--- src/rtl/z80_bus_arbiter.sv ---
// z80_bus_arbiter: shares the Z80 external bus between the CPU and up to
// four DMA-style requesters through the nBUSRQ/nBUSACK handshake.
// Requesters are served round-robin. Each grant is followed by a minimum
// number of CPU-owned clocks before the next bus request.
//
// Optional feature: define Z80_ARB_TIMEOUT_EN to revoke grants held for
// MAX_HOLD clocks. A revoked requester stays masked until it drops req.
// Without the macro, a grant lasts until req drops and timeout is tied 0.

module z80_bus_arbiter #(
  parameter int NREQ     = 4,
  parameter int MIN_GAP  = 4,
  parameter int MAX_HOLD = 256
) (
  input  logic            clk,
  input  logic            reset,
  input  logic [NREQ-1:0] req,
  output logic [NREQ-1:0] gnt,
  output logic            nBUSRQ,
  input  logic            nBUSACK,
  output logic            bus_owned,
  output logic            timeout
);

  typedef enum logic [2:0] {
    ST_IDLE,
    ST_REQ,
    ST_GRANT,
    ST_RELEASE,
    ST_GAP
  } state_t;

  state_t     state;
  logic [1:0] ptr;         // first requester to scan at the next arbitration
  logic [1:0] win;         // requester holding the current grant
  logic [1:0] pick_idx;
  logic       pick_found;
  logic [3:0] req4;        // req widened to the maximum requester count
  logic [3:0] elig4;
  logic [3:0] gap_cnt;
  logic       hold_done;

  assign req4 = 4'(req);

`ifdef Z80_ARB_TIMEOUT_EN
  logic [15:0] hold_cnt;
  logic [3:0]  mask4;      // requesters revoked by timeout, cleared when req drops

  assign elig4     = req4 & ~mask4;
  assign hold_done = (hold_cnt == 16'(MAX_HOLD - 1));
`else
  assign elig4     = req4;
  assign hold_done = 1'b0;
  assign timeout   = 1'b0;
`endif

  // Round-robin pick: first eligible requester at or after ptr, wrapping at NREQ.
  always_comb begin
    // NOTE: defaults first so every path assigns both outputs and no latch is inferred.
    pick_found = 1'b0;
    pick_idx   = 2'd0;
    for (int i = 0; i < NREQ; i++) begin
      if (!pick_found && elig4[2'((int'(ptr) + i) % NREQ)]) begin
        pick_found = 1'b1;
        pick_idx   = 2'((int'(ptr) + i) % NREQ);
      end
    end
  end

  // Bus ownership sequencer with registered grant, nBUSRQ and timeout outputs.
  always_ff @(posedge clk) begin
    if (reset) begin
      state     <= ST_IDLE;
      ptr       <= 2'd0;
      win       <= 2'd0;
      gap_cnt   <= 4'd0;
      gnt       <= '0;
      nBUSRQ    <= 1'b1;
      bus_owned <= 1'b0;
`ifdef Z80_ARB_TIMEOUT_EN
      hold_cnt  <= 16'd0;
      mask4     <= 4'd0;
      timeout   <= 1'b0;
`endif
    end else begin
`ifdef Z80_ARB_TIMEOUT_EN
      // NOTE: non-blocking throughout; later assignments in this block override
      // these per-cycle defaults without creating ordering hazards.
      timeout <= 1'b0;
      mask4   <= mask4 & req4;
`endif
      case (state)
        ST_IDLE: begin
          if (|elig4) begin
            nBUSRQ <= 1'b0;
            state  <= ST_REQ;
          end
        end

        ST_REQ: begin
          if (!nBUSACK) begin
            if (pick_found) begin
              for (int j = 0; j < NREQ; j++) begin
                gnt[j] <= (pick_idx == 2'(j));
              end
              bus_owned <= 1'b1;
              win       <= pick_idx;
              ptr       <= 2'((int'(pick_idx) + 1) % NREQ);
              state     <= ST_GRANT;
`ifdef Z80_ARB_TIMEOUT_EN
              hold_cnt  <= 16'd0;
`endif
            end else begin
              // Requests vanished before the CPU let go: hand the bus straight back.
              nBUSRQ <= 1'b1;
              state  <= ST_RELEASE;
            end
          end
        end

        ST_GRANT: begin
`ifdef Z80_ARB_TIMEOUT_EN
          hold_cnt <= hold_cnt + 16'd1;
`endif
          // A CPU that withdraws its ack (e.g. CPU reset) ends the grant too.
          if (!req4[win] || nBUSACK) begin
            gnt       <= '0;
            bus_owned <= 1'b0;
            nBUSRQ    <= 1'b1;
            state     <= ST_RELEASE;
          end else if (hold_done) begin
            gnt       <= '0;
            bus_owned <= 1'b0;
            nBUSRQ    <= 1'b1;
            state     <= ST_RELEASE;
`ifdef Z80_ARB_TIMEOUT_EN
            timeout    <= 1'b1;
            mask4[win] <= 1'b1;
`endif
          end
        end

        ST_RELEASE: begin
          if (nBUSACK) begin
            gap_cnt <= 4'd0;
            state   <= ST_GAP;
          end
        end

        ST_GAP: begin
          if (gap_cnt == 4'(MIN_GAP - 1)) begin
            state <= ST_IDLE;
          end else begin
            gap_cnt <= gap_cnt + 4'd1;
          end
        end

        default: state <= ST_IDLE;
      endcase
    end
  end

endmodule

--- config.mk ---
export PLATFORM = sky130hd
export DESIGN_NAME = z80_bus_arbiter
export DESIGN_NICKNAME = d
export VERILOG_FILES = /design/src/rtl/z80_bus_arbiter.sv
export SDC_FILE = /design/constraint.sdc
export NUM_CORES = 1
export LEC_CHECK = 0
export CORE_MARGIN = 2
export CORE_UTILIZATION = 44
export DETAILED_ROUTE_END_ITERATION = 6
export GPL_TIMING_DRIVEN = 1
export PLACE_DENSITY = 0.68
export SLEW_MARGIN = 15
export SYNTH_ARGS = -nofsm -noshare
export SYNTH_HDL_FRONTEND = slang
export SYNTH_SLANG_ARGS = --single-unit
--- constraint.sdc ---
create_clock -name clk -period 1.9 [get_ports clk]
set_input_delay 0.38 -clock clk [delete_from_list [all_inputs] [get_ports clk]]
set_output_delay 0.38 -clock clk [all_outputs]
set_load 0.005 [all_outputs]
# After elaboration in Yosys (flattened, before gate mapping)
# Cells that the tools add are included.
[word_totals]
regBits = 17
latchBits = 0
ram_bits = 0
romBits = 0
input_bits = 7
output_inout_bits = 7
elab_cells = 98
memories = 0
[classes]
n_addsub = 5
n_mul = 0
div_mod_pow = 0
order_cmp = 5
n_eq_ne = 16
shifts = 0
n_mux = 45
bitwise_logic = 1
n_reduce_logical = 19
[ops]
columns = ["op", "n"]
rows = [
  ["$mux W1", 21],
  ["$mux W4", 5],
  ["$lt A2 B4 Y1 const B", 4],
  ["$ne A2 B2 Y1 const B", 8],
  ["$pmux W4 S2", 2],
  ["$mux W3", 5],
  ["$pmux W3 S5", 1],
  ["$bmux W1 S2", 5],
  ["$reduce_and A5 Y1", 2],
  ["$mux W2", 4],
  ["$eq A3 B2 Y1 const B", 2],
  ["$reduce_and A3 Y1", 2],
  ["$add A2 B1 Y2 const B", 2],
  ["$add A2 B2 Y2 const B", 2],
  ["$add A4 B1 Y4 const B", 1],
  ["$eq A2 B2 Y1 const B", 2],
  ["$eq A4 B2 Y1 const B", 1],
  ["$logic_not A1 Y1", 4],
  ["$reduce_and A4 Y1", 1],
  ["$reduce_bool A2 Y1", 2],
  ["$reduce_or A4 Y1", 1],
  ["$eq A3 B1 Y1 const B", 1],
  ["$eq A3 B3 Y1 const B", 1],
  ["$logic_and A1 B1 Y1", 3],
  ["9 further kinds", 9],
]

# Longest topological paths before layout
# Gate-level depths: netlist (run 1).
[logic_depth]
ltp_word = 17
ltp_mapped = 7
depth_no_buf = 7

# Least setup slack after synthesis (run 1)
# No wires, ideal clock.
[synth_timing]
kind = "register to register"
start = "register gap_cnt[0]"
end = "register state[0]"
setup_time_ns = 0.123
t_arrival_ns = 1.544
required_ns = 1.777
path_slack_ns = 0.233
stages_incl_launch_ff = 6
n_path_buf = 0
period_less_slack_ns = 1.667
path_cell_list = "dfxtp_1 ha_1 nor4bb_1 a211o_1 o32a_1 mux2_1"
[synth_via]
elab_chain_cells = 3
[synth_rtl]
columns = ["item", "line_no", "text"]
rows = [
  ["start, declared", "40", "logic [3:0] gap_cnt;"],
  ["start signal, assigned", "154", "gap_cnt <= gap_cnt + 4'd1;"],
  ["$eq A4 B2 Y1", "151", "if (gap_cnt == 4'(MIN_GAP - 1)) begin"],
  ["$ne A2 B2 Y1 (no line)", "n/a", ""],
  ["$reduce_and A5 Y1 (no line)", "n/a", ""],
  ["end signal, assigned", "146", "state <= ST_GAP;"],
  ["end signal, assigned", "152", "state <= ST_IDLE;"],
  ["end signal, assigned", "158", "default: state <= ST_IDLE;"],
  ["end, declared", "33", "state_t state;"],
]
# Every way passes these cells.
# A chain may end at the register's enable or synchronous reset.

# Final worst setup path (run 1)
# Same ends and word-level chain as after synthesis.

==> flow_summary.toml, run 1 <==
[synth]
synth_edf_count = 0
avgSynthCellArea_um2 = 9.03
synth.area.top_cells = "dfxtp_1, ha_1, a21oi_1"
async_flop_share_pct = 0
synth_top_area_share_pct = 34.0
yosysTopAreaCell = "dfxtp_1"
syn_nets = 123
synth_commonest_cells = "dfxtp_1, nor2_1, a21oi_1, nand2_1"
synth_cell_types = 46
ys.flop_type = "dfxtp_1"
netlist_instances = 111
synth.most_common_cell = "dfxtp_1"
netlist_area_mm2 = 0.00100
yosysSeqAreaShare_pct = 34.0
yosysWarnings = 0
ys_seq_elements = 17

[setup_path]
reg2reg_from = "gap_cnt[0]$_SDFFE_PP0P_"
r2r_cells = 5
regToRegSetupSlack_ns = 0.11
critPathArrivalTime_ns = 1.98
cp.required_ns = 2.09
worstSetupPathType = "reg -> reg"
start_kind = "flop"
slowest_delay_ns = 0.36
cpMaxStageDelayCell = "dfxtp_1"
timing.rr.end = "state[0]$_SDFFE_PP0P_"
path_cells = "ha_1 > nor4bb_1 > a211o_1 > o32a_1 > mux2_4"
cp_max_fo = 5
end_kind = "flop"

[sta]
fmax_ghz = 0.560
timing.final.crit_share_pct = 94.1
final-max-slew-violation-count = 0
setup_violations = 0
setup_slack_ns = 0.113
finalSetupTns_ns = 0
grt_setup_unrepaired = "no"
clock_skew_ns = 0.00111
period_needed_ns = 1.79
finalHoldViolCount = 0

[placement]
dp_slack_ns = -0.370
dpl.cell_count = 161
place.gp.congestion = 0.815
numPortBuffers = 12
place_hpwl_mm = 1.60

[clock_tree]
tritoncts = "built"
cts_root_buf = "clkbuf_4"
htree_levels = 1
cts_buffers = 3
cts.hold.buffers_added = 0
clkSinkCount = 17
clock_latency_ns = 0.29
clock_path_buffers = 2
path_clk_slew_ns = 0.10

[layout]
layout-drive-gt1-share_pct = 23.2
fillers = 190
regArea_um2 = 340
nNetsFinal = 151
multi_input_area_um2 = 644
stdcell_count = 166
area_delta_synth_final_pct = 30.5
diodes = 0

[die]
dieWidth_um = 51.7
ioPinCount = 14
die_area_mm2 = 0.00268
start_util_pct = 45.7
core_area_mm2 = 0.00219
die_h_um = 51.7
num_rows = 17

[min_path]
hp-start = "bus_owned$_SDFFE_PP0P_"
hold_end = "bus_owned$_SDFFE_PP0P_"
hold_depth = 1
min_path_type = "reg -> reg"

[routing]
wl_per_cell_um = 12.5
routed_wl_mm = 2.07
ant_nets = 0
met2_length_um = 990
wl_met3_um = 54
drtPass1Iterations = 4
highest_layer = "met4"
viasPerCell = 5.54
remaining_drc_errors = 0
drt_iter0_drc = 11
dr_total_vias = 920
wl_met1_um = 982

[pwr]
pwr-share-seq_pct = 40.2
leakagePower_nw = 0.550
swShare_pct = 34.4
ir_worst_vdd_mv = 0.533
comb_power_share_pct = 43.7
clkPwrFrac_pct = 16.1
power.switching_mw = 0.421
power_density_mw_per_mm2 = 935
intPower_mw = 0.801

[global_routing]
antenna_found_initial = 0
grt_max_degree = 12
grt_pass1_wl_mm = 3.51
grt_overflow = 0
grt_pass1_vias = 848
grtUsageTotal_pct = 17.4

[flow_run]
maxCapViolations = 0

[status]
outcome = "finished, final reports clean"
## kinds of logic after synthesis
family / count (synthesis) / synth area share [%]
adders and majority gates: 5 / 6.24
DFF: 17 / 34.0
and+or+nand+nor: 45 / 27.3
AOI/OAI and AO/OA: 30 / 23.0
buffers and inverters: 10 / 4.74
muxes: 3 / 4.37
other: 1 / 0.374
## worst max path at each step
stage                            startpoint                       to  slack, ns  depth (start not counted)
floorplan           gap_cnt[0]$_SDFFE_PP0P_    state[0]$_SDFFE_PP0P_       0.23                          5
global placement                     req[3]    state[0]$_SDFFE_PP0P_      -0.34                          6
detailed placement                   req[0]      ptr[1]$_SDFFE_PP0P_      -0.37                          7
CTS                                  req[2]    state[0]$_SDFFE_PP0P_      0.004                          5
global route        gap_cnt[0]$_SDFFE_PP0P_  gap_cnt[3]$_SDFFE_PP0P_       0.01                          5
finish              gap_cnt[0]$_SDFFE_PP0P_    state[0]$_SDFFE_PP0P_       0.11                          5
## placed cells by master (no fill, tap or decap), drive strengths merged, types with 2 or more instances in the layout
cell type / n
clkdlybuf4s50: 8
a22o: 5
inv: 5
nor2: 10
o21ai: 2
nor4: 2
clkbuf: 4
a211oi: 4
dlygate4sd2: 3
a21o: 2
nor3b: 2
buf: 16
nor3: 5
nand3b: 2
nand2: 7
nor2b: 3
a21oi: 8
and2: 2
dfxtp: 17
ha: 5
nand2b: 3
nand3: 2
## critical path, delay by kind of cell, from the launching register on
family          cells  cell delay (ns)
mux                 1             0.30
compound gates      2             0.63
fa+ha+maj           1             0.24
simple gates        1             0.16
flops               1             0.36
## area by class of cell
| type | instances | share of cell area (%) |
|---|---|---|
| inverters | 5 | 1.44 |
| clock buffers | 4 | 2.01 |
| repair buffers | 28 | 18.6 |
| multi-input cells | 84 | 49.3 |
| flip-flops and latches | 17 | 26.0 |
| well taps | 28 | 2.68 |
## state kept, by name, indices dropped and copies added (netlist names)
name	cells
gap_cnt	4
gnt	4
state	3
ptr	2
win	2
bus_owned	1
nBUSRQ	1
## power by group through the flow
stage	Sequential (mW)	Combinational, mW	Clock, mW
after floorplan	0.455	0.326	0
after global placement	0.488	0.480	0
after detailed placement	0.493	0.483	0
after CTS	0.490	0.523	0.208
after global routing	0.500	0.589	0.218
final	0.491	0.534	0.197
## metal layers
layer,up-vias,track usage [%]
li1,461,-
met1,439,22.2
met2,16,27.8
met3,4,2.87
met4,0,9.65
met5,-,0
## stage by stage
| step | hold slack, ns | total power [mW] | utilization, % | cell area, um2 |
|---|---|---|---|---|
| finish | 0.473 | 1.22 | 59.7 | 1310 |
| CTS | 0.487 | 1.22 | 59.1 | 1290 |
| global route | 0.511 | 1.31 | 59.7 | 1310 |
| detailed placement | 0.461 | 0.976 | 56.7 | 1240 |
| global placement | 0.439 | 0.968 | 56.7 | 1240 |
| floorplan | 0.451 | 0.780 | - | 1000 |
## what timing repair did
item	CTS	global route
pin swaps	2	1
buffers inserted	1	0
gates resized for setup	8	2
endpoints found under the setup margin	6	7
Power figures use the tool's default switching activity.
==> run 2, diff against run 1 <==
PLACE_DENSITY = 0.66   (was 0.68)
==> flow_summary.toml, run 2 (synthesis gave the netlist of run 1 again) <==
[status]
outcome = "finished, final reports clean"

[die]
num_rows = 17
die_area_mm2 = 0.00268
dieWidth_um = 51.7
start_util_pct = 45.7
ioPinCount = 14
die_h_um = 51.7
core_area_mm2 = 0.00219

[min_path]
min_path_type = "reg -> reg"
hold_depth = 1

[clock_tree]
htree_levels = 1
path_clk_slew_ns = 0.10
cts_buffers = 3
cts_root_buf = "clkbuf_4"
clkSinkCount = 17
clock_path_buffers = 2
clock_latency_ns = 0.29
cts.hold.buffers_added = 0
tritoncts = "built"

[routing]
viasPerCell = 5.35
remaining_drc_errors = 0
dr_total_vias = 893
drt_iter0_drc = 16
drtPass1Iterations = 4
routed_wl_mm = 2.11
wl_per_cell_um = 12.6
ant_nets = 0

[sta]
clock_skew_ns = 0.00192
setup_violations = 0
finalSetupTns_ns = 0
fmax_ghz = 0.562
period_needed_ns = 1.78
final-max-slew-violation-count = 0
timing.final.crit_share_pct = 93.7
finalHoldViolCount = 0
setup_slack_ns = 0.120
grt_setup_unrepaired = "no"

[layout]
diodes = 0
area_delta_synth_final_pct = 31.3
nNetsFinal = 152
stdcell_count = 167
layout-drive-gt1-share_pct = 24.5
utilization_pct = 60.1
top_regs = "gap_cnt: 4 flops, gnt: 4 flops, state: 3 flops"
final_cell_mix = "dfxtp_1, buf_4, nor2_1"

[setup_path]
worstSetupPathType = "reg -> reg"
cp.required_ns = 2.09
cp_max_fo = 5
end_kind = "flop"
critPathArrivalTime_ns = 1.97
start_kind = "flop"
r2r_cells = 5

[placement]
place_hpwl_mm = 1.58
dp_slack_ns = -0.440
dpl.cell_count = 163
place.gp.congestion = 0.810
numPortBuffers = 12

[global_routing]
grt_pass1_wl_mm = 3.61
grtUsageTotal_pct = 18.1
grt_overflow = 0
antenna_found_initial = 0
grt_pass1_vias = 867
grt_max_degree = 12

[pwr]
leakagePower_nw = 0.569
power.switching_mw = 0.412
comb_power_share_pct = 42.5
ir_worst_vdd_mv = 0.646
swShare_pct = 34.6
pwr-share-seq_pct = 40.9
clkPwrFrac_pct = 16.6
power_density_mw_per_mm2 = 904
intPower_mw = 0.779

[flow_run]
maxCapViolations = 0
run 2: layout make-up:
| cell class | count | area, um2 |
|---|---|---|
| repair buffers | 29 | 254 |
| inverters | 5 | 18.8 |
| well taps | 28 | 35.0 |
| clock buffers | 4 | 26.3 |
| multi-input cells | 84 | 642 |
| fillers | 200 | 875 |
| flip-flops and latches | 17 | 340 |
run 2: metal layers:
metal	share of wire, %	up-vias	global-route usage (%)
met4	1.7	0	9.21
met5	0	-	0
li1	-	466	-
met2	50	12	30.8
met1	47	411	22.0
met3	2.1	4	2.59
run 2: through the flow:
step                hold slack, ns  total power, mW  instance area, um2
floorplan                    0.451            0.780                1000
global placement             0.435            0.973                1260
detailed placement           0.449            0.982                1260
CTS                          0.474             1.20                1300
global route                 0.494             1.28                1320
finish                       0.467             1.19                1320
run 2: power groups by stage:
stage | sequential, mW | combinational (mW) | clock, mW
2_1_floorplan | 0.455 | 0.326 | 0
3_3_place_gp | 0.488 | 0.486 | 0
3_5_place_dp | 0.491 | 0.491 | 0
4_1_cts | 0.484 | 0.505 | 0.208
5_1_grt | 0.495 | 0.561 | 0.219
6_report | 0.487 | 0.506 | 0.197
run 2: what timing repair did:
item                       in CTS  in global routing
setup endpoints to repair       6                  7
gates resized for setup         4                  5
buffers inserted                0                  0
run 2: critical path: stages, from the launching register on:
cell and delay, ns:
dfxtp_1 0.36, ha_1 0.24, nor4bb_1 0.15, a211o_1 0.30
o32a_1 0.32, mux2_1 0.31
run 2: final timing paths:
| kind | slack (ns) | end | from |
|---|---|---|---|
| worst max-delay path | 0.12 | state[0]$_SDFFE_PP0P_ | gap_cnt[0]$_SDFFE_PP0P_ |
| worst min-delay path | 0.47 | bus_owned$_SDFFE_PP0P_ | bus_owned$_SDFFE_PP0P_ |
| worst min register to register | 0.47 | bus_owned$_SDFFE_PP0P_ | bus_owned$_SDFFE_PP0P_ |
| worst max register to register | 0.12 | state[0]$_SDFFE_PP0P_ | gap_cnt[0]$_SDFFE_PP0P_ |
